--- src/rtl/riscv_writeback_unit.sv ---
// rtl/riscv_writeback_unit.sv - register bank write-port arbiter for ALU and buffered load results
// Optional forwarding taps are enabled with the RISCV_WB_FWD_EN macro.
module riscv_writeback_unit #(
  parameter int XLEN         = 32,
  parameter int DEPTH        = 4,
  parameter int STARVE_LIMIT = 3
) (
  input  logic            clk,
  input  logic            rst_n,
  input  logic            alu_valid,
  input  logic [4:0]      alu_rd,
  input  logic [XLEN-1:0] alu_data,
  output logic            alu_stall,
  input  logic            ld_valid,
  output logic            ld_ready,
  input  logic [4:0]      ld_rd,
  input  logic [XLEN-1:0] ld_data,
  output logic            rf_w_en,
  output logic [4:0]      rf_r_write,
  output logic [XLEN-1:0] rf_w_data,
  output logic            busy
`ifdef RISCV_WB_FWD_EN
  ,
  input  logic [4:0]      fwd_ra,
  input  logic [4:0]      fwd_rb,
  output logic            fwd_a_hit,
  output logic            fwd_b_hit,
  output logic [XLEN-1:0] fwd_a_data,
  output logic [XLEN-1:0] fwd_b_data
`endif
);

  localparam int AW = $clog2(DEPTH);
  localparam int CW = AW + 1;
  localparam int SW = $clog2(STARVE_LIMIT + 1);

  logic [4:0]      fifo_rd   [DEPTH];
  logic [XLEN-1:0] fifo_data [DEPTH];
  logic [AW-1:0]   wr_ptr;
  logic [AW-1:0]   rd_ptr;
  logic [CW-1:0]   count;
  logic [CW-1:0]   count_next;
  logic [SW-1:0]   starve_cnt;
  logic [SW-1:0]   starve_next;
  logic            fifo_empty;
  logic            push;
  logic            pop;
  logic            alu_win;
  logic [4:0]      head_rd;
  logic [XLEN-1:0] head_data;

  // Readiness comes from the registered count only, so a same-cycle pop never
  // opens room for a push; likewise pop sees the registered count, so a load
  // pushed this cycle cannot be popped until the next one.
  assign fifo_empty = (count == '0);
  assign ld_ready   = (count < CW'(DEPTH));
  assign push       = ld_valid && ld_ready;
  assign alu_win    = alu_valid && !alu_stall;
  assign pop        = !alu_win && !fifo_empty;
  assign head_rd    = fifo_rd[rd_ptr];
  assign head_data  = fifo_data[rd_ptr];
  assign busy       = !fifo_empty || rf_w_en;

  // Next occupancy: simultaneous push and pop leave the count unchanged
  always_comb begin
    count_next = count;
    if (push && !pop) begin
      count_next = count + CW'(1);
    end else if (!push && pop) begin
      count_next = count - CW'(1);
    end
  end

  // Count consecutive cycles the FIFO waited while the ALU took the port
  always_comb begin
    starve_next = '0;
    if (!fifo_empty && alu_win && !pop) begin
      starve_next = starve_cnt + SW'(1);
    end
  end

  // Load FIFO storage; contents need no reset since pointers gate visibility
  always_ff @(posedge clk) begin
    if (push) begin
      fifo_rd[wr_ptr]   <= ld_rd;
      fifo_data[wr_ptr] <= ld_data;
    end
  end

  // FIFO pointers, occupancy, starvation tracking and the one-cycle ALU stall
  always_ff @(posedge clk or negedge rst_n) begin
    if (!rst_n) begin
      wr_ptr     <= '0;
      rd_ptr     <= '0;
      count      <= '0;
      starve_cnt <= '0;
      alu_stall  <= 1'b0;
    end else begin
      if (push) begin
        wr_ptr <= wr_ptr + AW'(1);
      end
      if (pop) begin
        rd_ptr <= rd_ptr + AW'(1);
      end
      count      <= count_next;
      starve_cnt <= starve_next;
      alu_stall  <= (starve_next == SW'(STARVE_LIMIT));
    end
  end

  // Register the arbitration winner onto the bank write port; x0 targets
  // consume the slot but never raise the enable, and address/data hold.
  always_ff @(posedge clk or negedge rst_n) begin
    if (!rst_n) begin
      rf_w_en    <= 1'b0;
      rf_r_write <= '0;
      rf_w_data  <= '0;
    end else if (alu_win) begin
      rf_w_en <= (alu_rd != 5'd0);
      if (alu_rd != 5'd0) begin
        rf_r_write <= alu_rd;
        rf_w_data  <= alu_data;
      end
    end else if (pop) begin
      rf_w_en <= (head_rd != 5'd0);
      if (head_rd != 5'd0) begin
        rf_r_write <= head_rd;
        rf_w_data  <= head_data;
      end
    end else begin
      rf_w_en <= 1'b0;
    end
  end

`ifdef RISCV_WB_FWD_EN
  // Bypass the write in flight, which the bank's read ports cannot see yet
  assign fwd_a_hit  = rf_w_en && (rf_r_write == fwd_ra) && (fwd_ra != 5'd0);
  assign fwd_b_hit  = rf_w_en && (rf_r_write == fwd_rb) && (fwd_rb != 5'd0);
  assign fwd_a_data = fwd_a_hit ? rf_w_data : '0;
  assign fwd_b_data = fwd_b_hit ? rf_w_data : '0;
`endif

endmodule

--- config.mk ---
export PLATFORM = sky130hd
export DESIGN_NAME = riscv_writeback_unit
export DESIGN_NICKNAME = d
export VERILOG_FILES = /design/src/rtl/riscv_writeback_unit.sv
export SDC_FILE = /design/constraint.sdc
export NUM_CORES = 1
export LEC_CHECK = 0
export BUFFER_PORTS_ARGS = -buffer_cell sky130_fd_sc_hd__buf_4
export CAP_MARGIN = 15
export CORE_MARGIN = 4
export CORE_UTILIZATION = 40
export CTS_CLUSTER_DIAMETER = 80
export DETAILED_ROUTE_END_ITERATION = 12
export PLACE_DENSITY = 0.67
export SLEW_MARGIN = 20
export SYNTH_ARGS = -nofsm -noshare
export SYNTH_HDL_FRONTEND = slang
export SYNTH_SLANG_ARGS = --single-unit
--- constraint.sdc ---
create_clock -name clk -period 6.35 [get_ports clk]
set_input_delay 0.635 -clock clk [delete_from_list [all_inputs] [get_ports clk]]
set_output_delay 0.635 -clock clk [all_outputs]
set_load 0.02 [all_outputs]
Yosys cells after proc, flatten, opt, wreduce, memory -nomap -nowiden:

Memory sizes are Yosys's and may differ from the RTL's.
Index checks and enable logic that the tools add are counted.
W data, S select, Z words.

* word-level logic and storage cells: 53
* memory bits (writable): 148
* memories kept: 2
* bits of input ports: 78
* output and inout bits: 41
* register bits after elaboration: 48

* eq/ne operators: 2
* add/sub/neg operators: 5
* order comparisons: 1
* reduce and logical (&&, ||, !) cells: 20
* muxes and demuxes: 15

Memory list
* fifo_data: depth 4, width 32, read ports 1, clocked after Yosys merged registers in 0, write ports 1, line 38 `logic [XLEN-1:0] fifo_data [DEPTH];`
* fifo_rd: depth 4, width 5, read ports 1, clocked after Yosys merged registers in 0, write ports 1, line 37 `logic [4:0] fifo_rd [DEPTH];`

Operators by type and width (number)
* $mux W32: 4
* $mux W5: 4
* $reduce_bool A5 Y1: 2
* $logic_and A1 B1 Y1: 7
* $add A2 B1 Y2 const B: 3
* $mux W3: 2
* $reduce_bool A2 Y1: 3
* $logic_not A1 Y1: 5
* $mux W1: 4
* $add A3 B1 Y3 const B: 1
* $logic_not A3 Y1: 1
* $lt A3 B3 Y1 const B: 1
* $reduce_and A3 Y1: 1
* $sub A3 B1 Y3 const B: 1
* $eq A2 B2 Y1 const B: 1
* $mux W2: 1
* $ne A2 B1 Y1 const B: 1
* $logic_or A1 B1 Y1: 1

Depth between registers and ports, before layout:

* depth in word-level cells: 8
* gate-level depth with buffers: 8
* depth with buffers taken out: 8

Least setup slack after synthesis:

OpenSTA, ideal clock, no wires.

* path kind: input -> register
* start point: input ld_valid
* end point: memory fifo_data[0][0] (enable)
* path buffers: 1
* stages on the path: 3
* library setup time: 0.398 ns
* path slack: 4.043 ns
* data required time: 5.952 ns
* arrival time: 1.909 ns
* cells stage by stage: nor2b_1 -> clkbuf_1 -> and2_1

* longest elaborated chain between the ends: 3

Ends and longest elaborated chain
* from (decl): line 14 `input logic ld_valid,`
* $logic_and A1 B1 Y1: line 57 `assign push = ld_valid && ld_ready;`
* net push: line 46 `logic push;`
* $mux W1: line 84 `if (push) begin`
* $mux W1 (not written as such): line 86 `fifo_data[wr_ptr] <= ld_data;`
* to (decl): line 38

The timed path passes the listed nets, and every way through them passes these cells.

Worst setup path after layout:

* start point: register rd_ptr[0]
* end point: register rf_w_data[15]

* longest elaborated chain between the ends: 4
* elaborated cells between the ends (all ways): 8
* those cells by class: mux (3); reduce/logical (3); memory (2)

Ends and longest elaborated chain
* from (decl): line 40 `logic [AW-1:0] rd_ptr;`
* from (signal assigned): line 103 `rd_ptr <= rd_ptr + AW'(1);`
* $mem_v2 Z4 W5 / $mem_v2 Z4 W32 (equally long branches)
* $reduce_bool A5 Y1 / $mux W32 (equally long branches): line 126 `if (head_rd != 5'd0) begin`
* $reduce_bool A2 Y1 (no line) / $mux W32 (equally long branches)
* $reduce_and A3 Y1 (no line) / $mux W32 (equally long branches)
* to (signal assigned): line 122 `rf_w_data <= alu_data;`
* to (signal assigned): line 128 `rf_w_data <= head_data;`
* to (decl): line 20 `output logic [XLEN-1:0] rf_w_data,`

Several ways; a longest one is shown, not always the timed one. The select of a mux whose other input is x is not followed.
A chain may end at the register's enable or synchronous reset.

==> insert_results.sql <==
INSERT INTO impl_metrics (metric_group, metric, value, unit) VALUES
('run_status', 'outcome', 'completed', ''),
('critical_path', 'critical_path_cell_by_cell', 'buf_4 -> mux4_2 -> a41oi_2 -> o21ai_4 -> buf_4 -> mux2_2', ''),
('sta', 'finalWorstSetupSlack', '2920', 'ps'),
('clocking', 'cts_num_sinks', '196', ''),
('final_layout', 'layout_cells_sized_above_1', '0.407', ''),
('clocking', 'clock_latency', '430', 'ps'),
('final_layout', 'layout.cells.most_common_list', 'edfxtp_1, buf_4, mux2_2', ''),
('sta', 'timing.slew.headroom', '0.280', ''),
('power_and_ir_drop', 'power_density', '450', 'nW/um^2'),
('clocking', 'cts_hold_buf', '0', ''),
('die', 'core-area', '19000', 'um^2'),
('clocking', 'clk_root_buffer_cell', 'clkbuf_16', ''),
('routing', 'drt_pass_1_iters', '5', ''),
('grt', 'groute.usage.overall', '0.158', ''),
('die', 'initial_core_util', '0.413', ''),
('grt', 'grt_first_pass_wirelength', '26200', 'um'),
('power_and_ir_drop', 'pwr-share-comb', '0.302', ''),
('synth', 'mappedNetlistArea', '7840', 'um^2'),
('routing', 'vias', '4369', ''),
('sta', 'worst-slew-pin-transition', '1080', 'ps'),
('power_and_ir_drop', 'report.power.total', '4.33', 'mW'),
('grt', 'pin_count_of_the_biggest_net_entering_global_routing', '50', ''),
('final_layout', 'fillerInstances', '1596', ''),
('critical_path', 'critPathRequiredTime', '6660', 'ps'),
('final_layout', 'area_of_combinational_cells_with_multiple_inputs', '2070', 'um^2'),
('die', 'chipHeight', '148', 'um'),
('clocking', 'cts_post_setup_buffers_inserted', '0', ''),
('synth', 'seq_area_frac_synth', '0.721', ''),
('critical_path', 'biggest_cell_delay_along_the_critical_path', '910', 'ps'),
('sta', 'fmaxAchievable', '292', 'MHz'),
('clocking', 'cts-buffers-inserted', '17', ''),
('grt', 'gr-total-overflow', '0', ''),
('critical_path', 'slowest_stage', 'dfrtp_4', ''),
('power_and_ir_drop', 'p_sw_frac', '0.303', ''),
('final_layout', 'layout.nets', '656', ''),
('die', 'fp.dieW', '148', 'um'),
('synth', 'ys_flop_type', 'edfxtp_1', ''),
('synth', 'synth.distinct_cells', '30', ''),
('sta', 'worst_clock_skew', '10.6', 'ps'),
('critical_path', 'critical_path.startpoint_type', 'flip-flop', ''),
('synth', 'synth_register_bits', '196', ''),
('final_layout', 'layout.area.seq', '5650', 'um^2'),
('die', 'placement_rows', '50', ''),
('synth', 'post-synth-top-area-fraction', '0.567', ''),
('synth', 'post_synth.cell_area_avg', '17.1', 'um^2'),
('routing', 'avg_wl_per_cell', '20.2', 'um'),
('die', 'pin_count', '119', ''),
('clocking', 'cts_resized', '0', ''),
('flow_run', 'cap_violations', '0', ''),
('worst_hold_path', 'worst_hold_path_type', 'in2async', ''),
('synth', 'synthArstFlopShare', '0.245', ''),
('synth', 'syn-num-nets', '541', ''),
('sta', 'final_period_minus_worst_setup_slack', '3430', 'ps'),
('placement', 'port-buffer-count', '118', ''),
('die', 'floorplan.die_area', '21900', 'um^2'),
('routing', 'detail-route-antenna-nets', '0', ''),
('power_and_ir_drop', 'internal_pwr_total', '3.02', 'mW'),
('critical_path', 'critical_path_peak_fanout', '49', ''),
('sta', 'slew_violations', '0', ''),
('critical_path', 'timing.critical_path.arrival', '3740', 'ps'),
('power_and_ir_drop', 'p_seq_frac', '0.435', ''),
('power_and_ir_drop', 'net_switching', '1.31', 'mW'),
('placement', 'placed_wire_length_estimate_after_detailed_placement', '10300', 'um'),
('placement', 'routability_driven_placement_congestion_ratio', '0.771', ''),
('sta', 'fin_tns_setup', '0', 'ps'),
('critical_path', 'cpMostUsedCell', 'buf_4', ''),
('clocking', 'cts_htree_levels', '4', ''),
('routing', 'totalWireLength', '17100', 'um'),
('synth', 'number_of_synthesized_flops_with_an_enable_pin', '148', ''),
('routing', 'route.detailed.drc', '0', ''),
('synth', 'netlist.top_cell.by_area', 'edfxtp_1', '');
-- through the flow --
stage	std cells	hold slack [ps]	cell area, um^2	utilization
after floorplan	457	339	7840	-
after global placement	812	442	8960	0.472
after detailed placement	812	456	8960	0.472
after CTS	844	281	9600	0.506
after global routing	845	318	9630	0.508
final	845	265	9630	0.508
-- registers in the layout, summed over array words and instances, names as in the netlist --
name and cells:
fifo_data 128, rf_w_data 32, fifo_rd 20, rf_r_write 5, count 3, rd_ptr 2
starve_cnt 2, wr_ptr 2, alu_stall 1, rf_w_en 1
-- logic make-up after synthesis --
| logic type | synth area share |
|---|---|
| adder cells (fa/ha/maj) | 0.0105 |
| AND/OR/NAND/NOR | 0.0216 |
| AO/OA/AOI/OAI | 0.0562 |
| multiplexers | 0.164 |
| XOR/XNOR | 0.00783 |
| flip-flops | 0.721 |
| buffers and inverters | 0.0190 |
-- power by group through the flow --
stage / sequential, mW / clock (mW) / combinational (mW)
detailed placement: 1.91 / 0 / 1.32
floorplan: 1.95 / 0 / 0.803
CTS: 1.89 / 1.16 / 1.32
global route: 1.92 / 1.22 / 1.41
finish: 1.89 / 1.14 / 1.31
global placement: 1.90 / 0 / 1.29
-- layout make-up --
type	instances	area share
flip-flops and latches	196	0.587
well taps	260	0.0338
clock buffers	20	0.0486
multi-input cells	232	0.215
clock inverters	12	0.0182
inverters	4	0.00156
repair buffers	121	0.0964
-- Yosys cell counts, types with 5 or more instances --
cell type / instances
edfxtp_1: 148
mux2_2: 55
dfrtp_1: 48
a21oi_1: 36
mux2i_1: 36
o22ai_1: 36
mux2_4: 19
clkbuf_1: 13
buf_2: 8
nor2_1: 8
xnor2_1: 6
and2_1: 5
ha_1: 5
nand2_1: 5
-- final timing paths --
kind	from	endpoint	slack [ps]	cells after the start
max	rd_ptr[0]	rf_w_data[15]	2920	6
min	rst_n	rf_w_data[10]	260	1
max reg2reg	rd_ptr[0]	rf_w_data[15]	2920	6
min reg2reg	starve_cnt[0]	starve_cnt[0]	460	1
max in group asynchronous	rst_n	rd_ptr[0]	5550	1
min in group clk	ld_data[7]	fifo_data[2][7]	410	1
-- layer usage --
layer | global-route usage | up-vias | share of wire
li1 | - | 2000 | -
met1 | 0.199 | 2224 | 0.41
met2 | 0.265 | 127 | 0.51
met3 | 0.0451 | 18 | 0.059
met4 | 0.0527 | 0 | 0.016
met5 | 0 | - | 0
Note: power is estimated with default switching activity, not from simulation.
